===== src/rtl/seq_det_prog.sv =====
// Run-time programmable serial bit-pattern detector with a registered one-cycle det pulse.
// Optional saturating match counter is enabled by defining SEQ_DET_MATCH_CNT_EN.
module seq_det_prog #(
    parameter int                 MAX_LEN     = 8,
    parameter logic [MAX_LEN-1:0] RST_PATTERN = 8'b0000_1011,
    parameter int                 RST_LEN     = 4,
    parameter bit                 RST_OVERLAP = 1'b1,
    parameter int                 CNT_W       = 16,
    localparam int                LEN_W       = $clog2(MAX_LEN + 1)
) (
    input  logic               clk,
    input  logic               rst,
    input  logic               data_valid,
    input  logic               data_in,
    input  logic               cfg_we,
    input  logic [MAX_LEN-1:0] cfg_pattern,
    input  logic [LEN_W-1:0]   cfg_len,
    input  logic               cfg_overlap,
    input  logic               cnt_clr,
    output logic               det,
    output logic [CNT_W-1:0]   match_cnt
);

    localparam logic [LEN_W-1:0] LEN_MAX = LEN_W'(MAX_LEN);

    logic [MAX_LEN-1:0] r_pat;
    logic [LEN_W-1:0]   r_len;
    logic               r_ovl;
    // The oldest history bit can never fall inside a MAX_LEN window that
    // includes the current bit, so only MAX_LEN-1 bits are stored.
    logic [MAX_LEN-2:0] r_hist;
    logic [LEN_W-1:0]   r_fill;
    logic               r_det;

    logic               w_accept;
    logic [MAX_LEN-1:0] w_win;
    logic [MAX_LEN-1:0] w_mask;
    logic [LEN_W:0]     w_fill_inc;
    logic               w_fill_ok;
    logic               w_match;
    logic [LEN_W-1:0]   w_cfg_len;
    logic [LEN_W-1:0]   w_fill_nxt;

    assign w_accept   = data_valid & ~cfg_we;
    assign w_win      = {r_hist, data_in};
    assign w_fill_inc = {1'b0, r_fill} + (LEN_W + 1)'(1);
    assign w_fill_ok  = (w_fill_inc >= {1'b0, r_len});
    assign w_cfg_len  = (cfg_len > LEN_MAX) ? LEN_MAX : cfg_len;
    assign w_fill_nxt = (r_fill == LEN_MAX) ? r_fill : r_fill + LEN_W'(1);

    always_comb begin
        w_mask = '0;
        for (int i = 0; i < MAX_LEN; i++) begin
            w_mask[i] = (i < int'(r_len));
        end
    end

    assign w_match = w_accept && (r_len != '0) && w_fill_ok &&
                     (((w_win ^ r_pat) & w_mask) == '0);

    always_ff @(posedge clk or negedge rst) begin
        if (!rst) begin
            r_pat  <= RST_PATTERN;
            r_len  <= LEN_W'(RST_LEN);
            r_ovl  <= RST_OVERLAP;
            r_hist <= '0;
            r_fill <= '0;
            r_det  <= 1'b0;
        end else if (cfg_we) begin
            r_pat  <= cfg_pattern;
            r_len  <= w_cfg_len;
            r_ovl  <= cfg_overlap;
            r_hist <= '0;
            r_fill <= '0;
            r_det  <= 1'b0;
        end else if (data_valid) begin
            r_det <= w_match;
            if (w_match && !r_ovl) begin
                r_hist <= '0;
                r_fill <= '0;
            end else begin
                r_hist <= w_win[MAX_LEN-2:0];
                r_fill <= w_fill_nxt;
            end
        end else begin
            r_det <= 1'b0;
        end
    end

    assign det = r_det;

`ifdef SEQ_DET_MATCH_CNT_EN
    logic [CNT_W-1:0] r_cnt;

    // Clear wins over a coincident match; the count sticks at all-ones.
    always_ff @(posedge clk or negedge rst) begin
        if (!rst) begin
            r_cnt <= '0;
        end else if (cnt_clr) begin
            r_cnt <= '0;
        end else if (w_match && (r_cnt != '1)) begin
            r_cnt <= r_cnt + CNT_W'(1);
        end
    end

    assign match_cnt = r_cnt;
`else
    logic w_unused_cnt_clr;
    assign w_unused_cnt_clr = cnt_clr;
    assign match_cnt        = '0;
`endif

endmodule


===== config.mk =====
export PLATFORM = sky130hd
export DESIGN_NAME = seq_det_prog
export DESIGN_NICKNAME = d
export VERILOG_FILES = /design/src/rtl/seq_det_prog.sv
export SDC_FILE = /design/constraint.sdc
export NUM_CORES = 1
export LEC_CHECK = 0
export ABC_AREA = 0
export CORE_AREA = 2 2 55 63
export DETAILED_ROUTE_END_ITERATION = 12
export DIE_AREA = 0 0 57 65
export PLACE_DENSITY = 0.77
export SLEW_MARGIN = 15
export SYNTH_ARGS = -nofsm -noshare
export SYNTH_HDL_FRONTEND = slang
export SYNTH_SLANG_ARGS = --single-unit

===== constraint.sdc =====
create_clock -name clk -period 2.92 [get_ports clk]
set_input_delay 0.584 -clock clk [delete_from_list [all_inputs] [get_ports clk]]
set_output_delay 0.584 -clock clk [all_outputs]
set_load 0.01 [all_outputs]

==> flow_summary.ini, run 1 <==
[outcome]
status = complete, no violations

[cts]
post_cts_resized = 0
cts_tree = built
ctsHoldBuffers = 0
clockBufferDepth = 2
cts_root_buf = clkbuf_4
clk_latency_ns = 0.32
clock-sinks = 25
htreeDepth = 1
clkTransAtPathRegs_ns = 0.13
cts_buffers = 3
postCtsSetupBuffers = 0

[grt]
grt_pass1_vias = 945
grt_remaining_overflow = 0
grt_pass1_wl_um = 4110
gr-usage-all-layers_pct = 14.3
grt_max_degree = 26
antenna_found_initial = 0

[floorplanning]
dieArea_um2 = 3710
start_util_pct = 46.3
die_height_um = 65
row_count = 22
die_x_um = 57
coreArea_um2 = 3140
io_pins = 36

[placed_design]
numPortBuffers = 18
gp_congestion = 0.757
dp_hpwl_um = 1890
dpl_worst_slack_ns = 0.403

[timing]
relSlewSlack_pct = 61.8
setup_ws_ns = 0.556
finalCritPeriodShare_pct = 80.9
hold_viol_final = 0
finClkSkew_ns = 0.00564
fin_crit_ns = 2.36
finalSetupViolations = 0
tightest_slew_ns = 0.571
final-max-slew-violation-count = 0
setup_tns_ns = 0
max_freq_ghz = 0.423
rsz0062_at_grt = false

[yosys]
yosysMostFrequentCell = dfrtp_1
yosys_warnings = 0
ys_seq_area_share_pct = 43.5
synth_common_cells = 20 x dfrtp_1, 16 x buf_4, 9 x a22o_1
synth_area_um2 = 1450
synth_top_area_share_pct = 34.5
synth.distinct_cells = 32
async_reset_ff_share_pct = 100
synthCells = 126
synth.avg_cell_area_um2 = 11.5
synth_edf_count = 0
synth_flop_cell = dfrtp_1
synthTopCellsByArea = dfrtp_1 34%, dfstp_2 9.0%, buf_4 8.3%
synth.ff_latch_count = 25
yosys.area.top_type = dfrtp_1

[routing]
via_count = 943
routed_via_density = 5.15
ant_nets = 0
wl_per_cell_um = 13.4
wl_um = 2450
route.detailed.drc = 0
drtPass1Iterations = 4
drtIter0Drc = 43

[worst_hold_path]
hp-class = flip-flop to flip-flop
hold_depth = 1
min_from = r_pat[4]$_DFFE_PN0P_
whs_endpoint = r_pat[4]$_DFFE_PN0P_

[setup_path]
arrival_ns = 2.59
timing.rr.end = r_fill[0]$_DFFE_PN0P_
crit_family = compound AO/OA/AOI/OAI gates
r2r_cells = 8
critical_path_class = flip-flop to flip-flop
cp_slowest_cell = dfrtp_1
worst_path_largest_cell_delay_ns = 0.47
crit_buf_inv = 0
end_kind = flip-flop
path_common_cell = ha_1
crit_required_ns = 3.14
r2r_setup_slack_ns = 0.56
cp_max_fo = 10
timing.rr.start = r_fill[0]$_DFFE_PN0P_
cp-start-kind = flip-flop
path_cells = ha_1, xor2_1, ha_1, o21ai_0, o21ai_1, a41oi_4, and2_4, mux2_4

[power]
finalPower_w = 0.000695
power_leakage_nw = 0.709
peakVddDrop_uv = 232
power_density_nw_per_um2 = 421

[layout]
fill_cells = 284
drive_above_1_share_pct = 19.0
diodes = 0
areaGrowthSynthToFinish_pct = 13.7
final_nets = 173

[job]
max-cap-violations = 0
## placed cells by master, fill, tap and decap left out
cell type,n
clkbuf_4,3
nand2_1,5
nand3b_1,5
nor4b_4,1
a41oi_4,1
a21oi_1,2
mux2_4,1
a221oi_4,1
dfstp_2,5
nor2_1,4
a31oi_1,2
a22o_1,9
o21ai_0,7
a211oi_1,1
dfrtp_1,20
xor2_1,4
mux2_2,8
nand2b_1,2
clkdlybuf4s50_1,18
and3_4,1
nand3_1,2
a221oi_2,1
inv_1,7
clkinvlp_4,1
or4_1,1
o21ai_1,1
and2_4,1
a21oi_2,1
conb_1,16
nand4b_1,1
buf_4,2
xnor2_1,6
o221ai_2,1
ha_1,6
## sequential cells by signal, summed over array words and instances (netlist names)
name,cells
r_ovl,1
r_len,4
r_fill,4
r_pat,8
r_hist,7
det,1
## cell families (layout without fill, tap and decap cells)
kind of cell,count (synthesis),in the layout,share of synthesized area [%]
other,1,16,0.258
multiplexers,9,9,7.24
buffers and inverters,25,31,10.6
AO/OA/AOI/OAI,27,27,16.6
adder cells (fa/ha/maj),6,6,5.17
AND/OR/NAND/NOR,23,23,10.6
XOR/XNOR,10,10,6.03
flip-flops,25,25,43.5
## power breakdown
part           leakage (nW)  switching, W  internal (W)
clock                0.0139      0.000107     0.0000524
sequential            0.314     0.0000198      0.000372
combinational         0.381     0.0000732     0.0000708
total                 0.709      0.000200      0.000495
## stage by stage
step	instances	instance area, um^2	hold slack (ns)	utilization [%]
2_1_floorplan	141	1510	0.288	-
3_3_place_gp	179	1620	0.512	51.7
3_5_place_dp	179	1620	0.511	51.7
4_1_cts	183	1650	0.549	52.6
5_1_grt	183	1650	0.567	52.6
6_report	183	1650	0.548	52.6
## final cells by class
type / count / area (um^2) / share of cell area, %
tap: 36 / 45.0 / 2.73
multi-input combinational: 91 / 723 / 43.8
clock buffer: 3 / 22.5 / 1.36
clock inverter: 1 / 7.51 / 0.455
timing repair buffer: 20 / 195 / 11.8
sequential: 25 / 632 / 38.3
inverter: 7 / 26.3 / 1.59
## how the worst max path moves through the flow
| stage | from | end | slack [ns] | depth (start not counted) |
|---|---|---|---|---|
| after floorplan | r_fill[0]$_DFFE_PN0P_ | r_fill[0]$_DFFE_PN0P_ | 0.81 | 8 |
| after global placement | data_valid | r_fill[0]$_DFFE_PN0P_ | 0.43 | 7 |
| after detailed placement | data_valid | r_fill[0]$_DFFE_PN0P_ | 0.40 | 7 |
| after CTS | r_fill[0]$_DFFE_PN0P_ | r_fill[1]$_DFFE_PN0P_ | 0.54 | 8 |
| after global routing | r_fill[0]$_DFFE_PN0P_ | r_fill[1]$_DFFE_PN0P_ | 0.42 | 8 |
| final | r_fill[0]$_DFFE_PN0P_ | r_fill[0]$_DFFE_PN0P_ | 0.56 | 8 |
## layer usage
metal | routed length, um | vias to the layer above | GRT usage [%]
li1 | - | 454 | -
met1 | 1040 | 459 | 16.9
met2 | 1250 | 21 | 24.6
met3 | 86 | 9 | 2.20
met4 | 69 | 0 | 7.56
met5 | 0 | - | 0
Power figures use the tool's default switching activity.
==> run 2, diff against run 1 <==
Settings changed: CORE_AREA 2 2 55 63 to 2 2 58 66, DIE_AREA 0 0 57 65 to 0 0 60 68, PLACE_DENSITY 0.77 to 0.73.
Clock period 2.92 ns to 2.1 ns, I/O delays scaled along.
==> run 2 against run 1 <==
Effect of this change:
- the flow now finishes with violations (setup timing)
- routed wire length increased by 23%
- sequential share of layout area down 3.9 points
- non-clock buffer count up 9
- critical path depth did not move
- maximum frequency increased by 12%
- critical path type unchanged
- hold slack worse by 0.050 ns
- setup slack got worse by 0.56 ns
- clock-buffer cell count increased by 1
- cell count increased by 13%
- largest cell class unchanged
==> flow_summary.ini, run 2 (synthesized netlist as in run 1, its figures left out) <==
[setup_path]
timing.rr.start = r_fill[0]$_DFFE_PN0P_
r2r_cells = 8
arrival_ns = 2.32
cp-start-kind = flip-flop
timing.rr.end = r_fill[0]$_DFFE_PN0P_
end_kind = flip-flop
critical_path_class = flip-flop to flip-flop
crit_required_ns = 2.32
cp_max_fo = 3
r2r_setup_slack_ns = -0.002

[timing]
finalSetupViolations = 1
finalCritPeriodShare_pct = 100
max_freq_ghz = 0.476
hold_ws_ns = 0.499
hold_viol_final = 0
fin_crit_ns = 2.10
finClkSkew_ns = 0.00302
setup_ws_ns = -0.00197
rsz0062_at_grt = true
final-max-slew-violation-count = 0

[cts]
htreeDepth = 1
clkTransAtPathRegs_ns = 0.09
cts_buffers = 3
cts_tree = built
clock-sinks = 25
clk_latency_ns = 0.27
cts_root_buf = clkbuf_8
clockBufferDepth = 2
ctsHoldBuffers = 0

[grt]
antenna_found_initial = 0
gr-usage-all-layers_pct = 15.0
grt_pass1_wl_um = 4560
grt_remaining_overflow = 0
grt_max_degree = 26
grt_pass1_vias = 986

[floorplanning]
row_count = 23
die_height_um = 68
coreArea_um2 = 3480
io_pins = 36
die_x_um = 60
dieArea_um2 = 4080
start_util_pct = 41.7

[layout]
diodes = 0
reg_top3 = r_pat (8), r_hist (7)
largest_reg_flops = 8
layout_common_cells = 18 x clkdlybuf4s50_1, 17 x dfrtp_1, 16 x conb_1
final_common_cell = clkdlybuf4s50_1
areaGrowthSynthToFinish_pct = 27.3
final_nets = 182
top_register = r_pat
final_core_util_pct = 53.1
final_area_um2 = 1850
drive_above_1_share_pct = 32.1

[outcome]
violations = setup timing
status = complete, but fails checks

[routing]
via_count = 992
drtPass1Iterations = 4
routed_via_density = 4.82
wl_um = 3030
ant_nets = 0
drtIter0Drc = 41
route.detailed.drc = 0
wl_per_cell_um = 14.7

[power]
power_density_nw_per_um2 = 597
peakVddDrop_uv = 269
power_leakage_nw = 0.771
finalPower_w = 0.00110

[placed_design]
dpl_worst_slack_ns = -0.0870
dp_hpwl_um = 2150
numPortBuffers = 18
gp_congestion = 0.864
dpl_cell_area_um2 = 1690

[worst_hold_path]
hp-class = input port to async pin

[job]
max-cap-violations = 0
[run 2: cell types whose count changed in the layout (fill, tap and decap cells not counted), sizes merged]
cell      change
buf           +9
clkbuf        +1
clkinvlp      -1
[run 2: final cells by class]
class	count	area [um^2]
Sequential cell	25	636
Tap cell	50	62.6
Timing Repair Buffer	29	270
Clock buffer	4	45.0
Fill cell	314	1630
Inverter	7	26.3
Multi-Input combinational cell	91	810
[run 2: timing repair]
item,CTS,global route
setup endpoints to repair,3,11
resized for setup,4,15
pin swaps,3,8
buffers inserted,1,2
[run 2: layer usage]
layer / wire length (um) / share of wire (%) / GRT usage [%]
met5: 0 / 0 / 0
met4: 99 / 3.3 / 7.22
met3: 76 / 2.5 / 2.84
met2: 1650 / 55 / 26.8
met1: 1200 / 40 / 16.8
[run 2: worst max path at each step]
stage / cells past startpoint / start / slack [ns] / end
2_1_floorplan: 8 / r_fill[0]$_DFFE_PN0P_ / 0.03 / r_fill[0]$_DFFE_PN0P_
3_3_place_gp: 7 / data_in / -0.06 / r_fill[0]$_DFFE_PN0P_
3_5_place_dp: 7 / data_in / -0.09 / r_fill[0]$_DFFE_PN0P_
4_1_cts: 8 / r_fill[0]$_DFFE_PN0P_ / 0.004 / r_fill[0]$_DFFE_PN0P_
5_1_grt: 10 / r_fill[1]$_DFFE_PN0P_ / -0.10 / r_fill[0]$_DFFE_PN0P_
6_report: 8 / r_fill[0]$_DFFE_PN0P_ / -0.002 / r_fill[0]$_DFFE_PN0P_
[run 2: power breakdown]
part / switching (W) / total, W / internal (W) / leakage, nW
clock: 0.000161 / 0.000297 / 0.000136 / 0.0228
combinational: 0.000125 / 0.000258 / 0.000133 / 0.438
sequential: 0.0000319 / 0.000550 / 0.000518 / 0.310
total: 0.000317 / 0.00110 / 0.000787 / 0.771
[run 2: stage by stage]
stage	TNS [ns]	std cells
finish	-0.00197	206
CTS	0	204
global placement	-0.0713	199
floorplan	0	141
global route	-0.543	206
detailed placement	-0.235	199
[run 2: critical path, stage by stage (launching register included)]
cell      delay (ns)
dfrtp_2         0.45
buf_6           0.14
ha_1            0.26
nand2b_1        0.15
a211oi_2        0.25
o21ai_2         0.09
and3_4          0.19
a221oi_4        0.31
mux2_4          0.19
